===== src/rtl/seq_pkg.sv =====
// Shared types and constants for the program sequencer: FSM states, opcode prefixes,
// CU register-enable bit positions and data-bus source codes.
package seq_pkg;

  typedef enum logic [1:0] {
    RST  = 2'd0,
    RUN  = 2'd1,
    HALT = 2'd2
  } seq_state_e;

  localparam logic [7:0] NOP_IR = 8'hC8;

  // Opcode prefixes; LOAD is any instruction with ir[7] clear.
  localparam logic [1:0] OP_MOVE_PFX = 2'b10;
  localparam logic [2:0] OP_ALU_PFX  = 3'b110;
  localparam logic [3:0] OP_JMP_PFX  = 4'b1110;
  localparam logic [3:0] OP_JNZ_PFX  = 4'b1111;

  localparam int RE_X0    = 0;
  localparam int RE_X1    = 1;
  localparam int RE_Y0    = 2;
  localparam int RE_Y1    = 3;
  localparam int RE_R     = 4;
  localparam int RE_M     = 5;
  localparam int RE_I     = 6;
  localparam int RE_DM    = 7;
  localparam int RE_O_REG = 8;

  localparam logic [3:0] SRC_X0    = 4'd0;
  localparam logic [3:0] SRC_X1    = 4'd1;
  localparam logic [3:0] SRC_Y0    = 4'd2;
  localparam logic [3:0] SRC_Y1    = 4'd3;
  localparam logic [3:0] SRC_R     = 4'd4;
  localparam logic [3:0] SRC_M     = 4'd5;
  localparam logic [3:0] SRC_I     = 4'd6;
  localparam logic [3:0] SRC_DM    = 4'd7;
  localparam logic [3:0] SRC_PM    = 4'd8;
  localparam logic [3:0] SRC_IPINS = 4'd9;

  // Destination field -> register enable; code 4 addresses o_reg rather than r.
  function automatic logic [8:0] dst_onehot(input logic [2:0] dst);
    logic [8:0] oh;
    oh = 9'd1 << dst;
    if (dst == 3'd4) oh = 9'd1 << RE_O_REG;
    return oh;
  endfunction

endpackage


===== src/rtl/instr_decoder.sv =====
// Combinational decode of the instruction register into CU controls plus the
// jump decision and jump target.
module instr_decoder
  import seq_pkg::*;
(
  input  logic [7:0] ir,
  input  logic       r_eq_0,
  output logic [3:0] source_sel,
  output logic [8:0] reg_en,
  output logic       i_sel,
  output logic       x_sel,
  output logic       y_sel,
  output logic       jump_taken,
  output logic [7:0] target
);

  logic [2:0] dst;
  logic [2:0] src;
  logic       i_inc;

  always_comb begin
    dst        = ir[5:3];
    src        = ir[2:0];
    source_sel = SRC_X0;
    reg_en     = '0;
    i_sel      = 1'b0;
    x_sel      = 1'b0;
    y_sel      = 1'b0;
    jump_taken = 1'b0;
    i_inc      = 1'b0;
    target     = {ir[3:0], 4'h0};

    if (ir[7] == 1'b0) begin
      dst        = ir[6:4];
      source_sel = SRC_PM;
      reg_en     = dst_onehot(dst);
      i_inc      = (dst == 3'd7);
    end else if (ir[7:6] == OP_MOVE_PFX) begin
      // A move onto itself is how the CU reads its input pins.
      source_sel = (src == dst) ? SRC_IPINS : {1'b0, src};
      reg_en     = dst_onehot(dst);
      i_inc      = ((dst == 3'd7) || ((src == 3'd7) && (src != dst))) && (dst != 3'd6);
    end else if (ir[7:5] == OP_ALU_PFX) begin
      x_sel      = ir[4];
      y_sel      = ir[3];
      reg_en[RE_R] = 1'b1;
    end else if (ir[7:4] == OP_JMP_PFX) begin
      jump_taken = 1'b1;
    end else begin
      jump_taken = ~r_eq_0;
    end

    // Any data-memory access through i post-increments i, unless i itself is written.
    if (i_inc) begin
      reg_en[RE_I] = 1'b1;
      i_sel        = 1'b1;
    end
  end

endmodule


===== src/rtl/program_sequencer.sv =====
// Fetch/decode stage ahead of the 4-bit CU: owns pc, ir and the RST/RUN(/HALT) FSM.
// Define SEQ_HALT_EN to add the halt_req/halted handshake and the HALT state.
module program_sequencer #(
  parameter int              PC_W      = 8,
  parameter logic [PC_W-1:0] RESET_VEC = '0,
  parameter logic [7:0]      NOP_IR    = 8'hC8
) (
  input  logic            clk,
  input  logic            reset_n,
  input  logic [7:0]      pm_data,
  input  logic            r_eq_0,
`ifdef SEQ_HALT_EN
  input  logic            halt_req,
  output logic            halted,
`endif
  output logic [PC_W-1:0] pm_addr,
  output logic [7:0]      ir,
  output logic            sync_reset,
  output logic            i_sel,
  output logic            x_sel,
  output logic            y_sel,
  output logic [3:0]      source_sel,
  output logic [3:0]      nibble_ir,
  output logic [8:0]      reg_en,
  output logic            NOPC8,
  output logic            NOPCF,
  output logic            NOPD8,
  output logic            NOPDF
);

  seq_pkg::seq_state_e state_q, state_d;
  logic [PC_W-1:0]     pc_q, pc_d;
  logic [7:0]          ir_q, ir_d;
  logic                flush_q, flush_d;
  logic                hold_en;
  logic [8:0]          dec_reg_en;
  logic                jump_taken;
  logic [7:0]          target;

  instr_decoder u_decoder (
    .ir         (ir_q),
    .r_eq_0     (r_eq_0),
    .source_sel (source_sel),
    .reg_en     (dec_reg_en),
    .i_sel      (i_sel),
    .x_sel      (x_sel),
    .y_sel      (y_sel),
    .jump_taken (jump_taken),
    .target     (target)
  );

  always_ff @(posedge clk or negedge reset_n) begin
    if (!reset_n) begin
      state_q <= seq_pkg::RST;
      pc_q    <= RESET_VEC;
      ir_q    <= NOP_IR;
      flush_q <= 1'b0;
    end else begin
      state_q <= state_d;
      pc_q    <= pc_d;
      ir_q    <= ir_d;
      flush_q <= flush_d;
    end
  end

  always_comb begin
    state_d    = state_q;
    pc_d       = pc_q;
    ir_d       = ir_q;
    flush_d    = flush_q;
    sync_reset = 1'b0;
    hold_en    = 1'b0;

    case (state_q)
      seq_pkg::RST: begin
        sync_reset = 1'b1;
        hold_en    = 1'b1;
        state_d    = seq_pkg::RUN;
      end
      seq_pkg::RUN: begin
        // A taken jump discards the fetched word and injects one NOP bubble.
        if (jump_taken) begin
          pc_d    = PC_W'(target);
          ir_d    = NOP_IR;
          flush_d = 1'b1;
        end
`ifdef SEQ_HALT_EN
        else if (halt_req) begin
          state_d = seq_pkg::HALT;
        end
`endif
        else begin
          ir_d    = pm_data;
          pc_d    = pc_q + PC_W'(1);
          flush_d = 1'b0;
        end
      end
`ifdef SEQ_HALT_EN
      seq_pkg::HALT: begin
        hold_en = 1'b1;
        if (!halt_req) state_d = seq_pkg::RUN;
      end
`endif
      default: state_d = seq_pkg::RST;
    endcase
  end

  // The injected NOP (0xC8) decodes as an ALU op, so the bubble must mask its write.
  assign reg_en    = (hold_en || flush_q) ? 9'd0 : dec_reg_en;
  assign pm_addr   = pc_q;
  assign ir        = ir_q;
  assign nibble_ir = ir_q[3:0];
  assign NOPC8     = (ir_q == 8'hC8);
  assign NOPCF     = (ir_q == 8'hCF);
  assign NOPD8     = (ir_q == 8'hD8);
  assign NOPDF     = (ir_q == 8'hDF);

`ifdef SEQ_HALT_EN
  assign halted = (state_q == seq_pkg::HALT);
`endif

endmodule


===== config.mk =====
export PLATFORM = sky130hd
export DESIGN_NAME = program_sequencer
export DESIGN_NICKNAME = d
export VERILOG_FILES = /design/src/rtl/seq_pkg.sv /design/src/rtl/instr_decoder.sv /design/src/rtl/program_sequencer.sv
export SDC_FILE = /design/constraint.sdc
export NUM_CORES = 1
export LEC_CHECK = 0
export CAP_MARGIN = 20
export CORE_ASPECT_RATIO = 1.4
export CORE_UTILIZATION = 40
export CTS_BUF_LIST = sky130_fd_sc_hd__clkbuf_8 sky130_fd_sc_hd__clkbuf_16
export CTS_CLUSTER_DIAMETER = 80
export DETAILED_ROUTE_END_ITERATION = 10
export GPL_ROUTABILITY_DRIVEN = 0
export GPL_TIMING_DRIVEN = 0
export PLACE_DENSITY = 0.78
export SYNTH_ARGS = -nofsm -noshare
export SYNTH_HDL_FRONTEND = slang
export SYNTH_HIERARCHICAL = 1
export SYNTH_SLANG_ARGS = --single-unit

===== constraint.sdc =====
create_clock -name clk -period 1.6 [get_ports clk]
set_input_delay 0.24 -clock clk [delete_from_list [all_inputs] [get_ports clk]]
set_output_delay 0.24 -clock clk [all_outputs]
set_load 0.02 [all_outputs]

==> impl_metrics.env <==
export IMPL_status="finished, violations left"
export IMPL_violations="setup timing"
export IMPL_finalSetupViolCount=36
export IMPL_peakVddDrop_uv=1020
export IMPL_detail_route_antenna_nets=0
export IMPL_p_int_mw=1.41
export IMPL_htreeDepth=1
export IMPL_synth_warnings=6
export IMPL_initial_core_util_pct=42.9
export IMPL_port_buffers=51
export IMPL_min_period_over_period_pct=124
export IMPL_crit_required_ns=1.36
export IMPL_final_common_cell="buf_4"
export IMPL_hold_viol_final=0
export IMPL_drt_iter0_drc=55
export IMPL_layout_setup_ws_ns=-0.383
export IMPL_p_sw_share_pct=39.9
export IMPL_hold_buffers=0
export IMPL_async_flop_share_pct=100
export IMPL_cts_sinks=18
export IMPL_ys_seq_elements=18
export IMPL_cts_buffers=3
export IMPL_slew_viol_final=0
export IMPL_detail_route_wirelength_mm=4.95
export IMPL_synthCells=166
export IMPL_clk_latency_ns=0.27
export IMPL_layout_common_cells="48 x buf_4, 23 x buf_6, 13 x clkdlybuf4s50_1, 12 x nor2_1"
export IMPL_power_frac_clock_pct=16.7
export IMPL_power_density_nw_per_um2=933
export IMPL_grt_overflow_total=0
export IMPL_grt_pass1_vias=1532
export IMPL_synth_cell_types=45
export IMPL_hp_class="in -> async"
export IMPL_worst_pin_slew_ns=0.817
export IMPL_drive_gt1_share_pct=51.9
export IMPL_die_area_um2=3690
export IMPL_cp_data_arrival_time_ns=1.74
export IMPL_vias=1624
export IMPL_grt_usage_pct=26.0
export IMPL_period_minus_slack_ns=1.98
export IMPL_synth_area_um2=1380
export IMPL_clock_path_buffers=2
export IMPL_synth_edf_count=0
export IMPL_power_switching_mw=0.935
export IMPL_setup_tns_ns=-6.65
export IMPL_grt_start_max_net_pins=19
export IMPL_root_buffer="clkbuf_8"
export IMPL_startpoint_type="register"
export IMPL_path_max_fanout=10
export IMPL_power_leakage_nw=1.27
export IMPL_cts_reportedPaths_clkPinSlew_ns=0.07
export IMPL_nNetsFinal=271
export IMPL_critPathKind="reg -> out"
export IMPL_fp_row_count=24
export IMPL_hpwl_mm=2.62
export IMPL_die_width_um=51.6
export IMPL_avgSynthCellArea_um2=8.31
export IMPL_drtPass1Iterations=4
export IMPL_cap_violations=0
export IMPL_coreArea_um2=3210
export IMPL_cts_tree="yes"
export IMPL_wire_per_inst_um=16.7
export IMPL_vias_per_cell=5.47
export IMPL_relSlewSlack_pct=45.4
export IMPL_drc=0
export IMPL_seqPwrFrac_pct=31.1
export IMPL_combPwrFrac_pct=52.2
export IMPL_antenna_cells=0
export IMPL_antenna_found_initial=0
export IMPL_hold_slack_ns=0.443
export IMPL_max_freq_mhz=504
export IMPL_clock_skew_ns=0.00477
export IMPL_syn2layout_area_growth_pct=82.3
export IMPL_io_pins=52
export IMPL_crit_path_end_kind="primary output"
export IMPL_chipHeight_um=71.5
export IMPL_rsz0062_at_grt="true"
export IMPL_synth_flop_cell="dfrtp_1"
export IMPL_ys_seq_area_share_pct=32.9
export IMPL_grt_first_pass_wirelength_mm=7.20
==> critical path, cell delays in order (launching register included) <==
cell and delay [ns]:
dfrtp_2 0.45, buf_4 0.21, a32oi_1 0.34, o22ai_2 0.16, and3_4 0.20, buf_6 0.12
==> area by class of cell <==
type	count	area, um^2
tap	39	48.8
sequential	18	460
timing repair buffer	85	806
clock buffer	4	55.1
multi-input combinational	121	945
buffer	21	163
fill	216	699
inverter	9	36.3
==> synthesized netlist by cell type (2+ instances only) <==
library cell / number / area (um^2)
nor2_1: 12 / 45.0
o22ai_1: 6 / 37.5
and3_2: 2 / 15.0
nor3_1: 2 / 10.0
o21ai_0: 6 / 30.0
buf_4: 15 / 113
mux2i_1: 3 / 30.0
nor2b_1: 6 / 37.5
nand3_1: 7 / 35.0
a21oi_1: 15 / 75.1
nand2_1: 9 / 33.8
conb_1: 2 / 7.51
dfstp_2: 3 / 78.8
and2_1: 3 / 18.8
a32oi_1: 2 / 17.5
xnor2_1: 3 / 26.3
and2b_1: 2 / 15.0
a31o_2: 4 / 35.0
dfrtp_1: 15 / 375
and3_1: 13 / 81.3
o21ai_1: 2 / 10.0
buf_2: 4 / 20.0
inv_1: 8 / 30.0
==> per-stage QoR <==
stage / power (mW) / utilization, % / area, um^2 / std cells / setup slack (ns)
after CTS: 2.16 / 69.7 / 2240 / 279 / -0.340
final: 2.34 / 78.2 / 2510 / 297 / -0.383
after global placement: 1.65 / 61.6 / 1980 / 259 / -0.575
after detailed placement: 1.67 / 61.6 / 1980 / 259 / -0.591
after floorplan: 1.27 / - / 1420 / 169 / -0.0389
after global routing: 2.48 / 78.2 / 2510 / 297 / -0.416
==> power by group through the flow <==
stage / Sequential [mW] / Combinational (mW) / Clock, mW
floorplan: 0.796 / 0.476 / 0
global placement: 0.722 / 0.930 / 0
detailed placement: 0.728 / 0.944 / 0
CTS: 0.724 / 1.05 / 0.383
global route: 0.748 / 1.31 / 0.424
finish: 0.729 / 1.22 / 0.391
==> state kept, by name (all words and copies together), names as in the netlist <==
register and flops:
flush_q 1, pm_addr 8, ir 8, state_q 1
==> metal layers <==
metal	GRT usage [%]	part of all wire, %
met1	30.7	38
met2	47.3	56
met3	1.49	3.1
met4	11.1	2.3
met5	0	0
==> kinds of logic after synthesis <==
logic type | share of synthesized area, %
compound gates | 19.8
xor+xnor | 1.91
fa+ha+maj | 0.907
buf+inv | 13.2
flops | 32.9
mux | 2.99
other cells | 0.545
simple gates | 27.8
==> what timing repair did <==
action / CTS / global route
gates resized for setup: 151 / 39
setup endpoints to repair: 43 / 49
gates cloned: 0 / 1
buffers inserted: 17 / 17
pin swaps: 10 / 12
==> worst paths after layout <==
kind / from / to / slack (ns) / depth (start not counted)
max: ir[4] / reg_en[6] / -0.38 / 5
min: reset_n / pm_addr[3] / 0.44 / 1
max reg2reg: ir[6] / pm_addr[6] / -0.18 / 8
min reg2reg: pm_addr[1] / pm_addr[1] / 0.63 / 2
max in group asynchronous: reset_n / ir[5] / 0.60 / 1
min in group clk: pm_data[3] / ir[3] / 0.53 / 3
(Power assumes the default switching activity.)
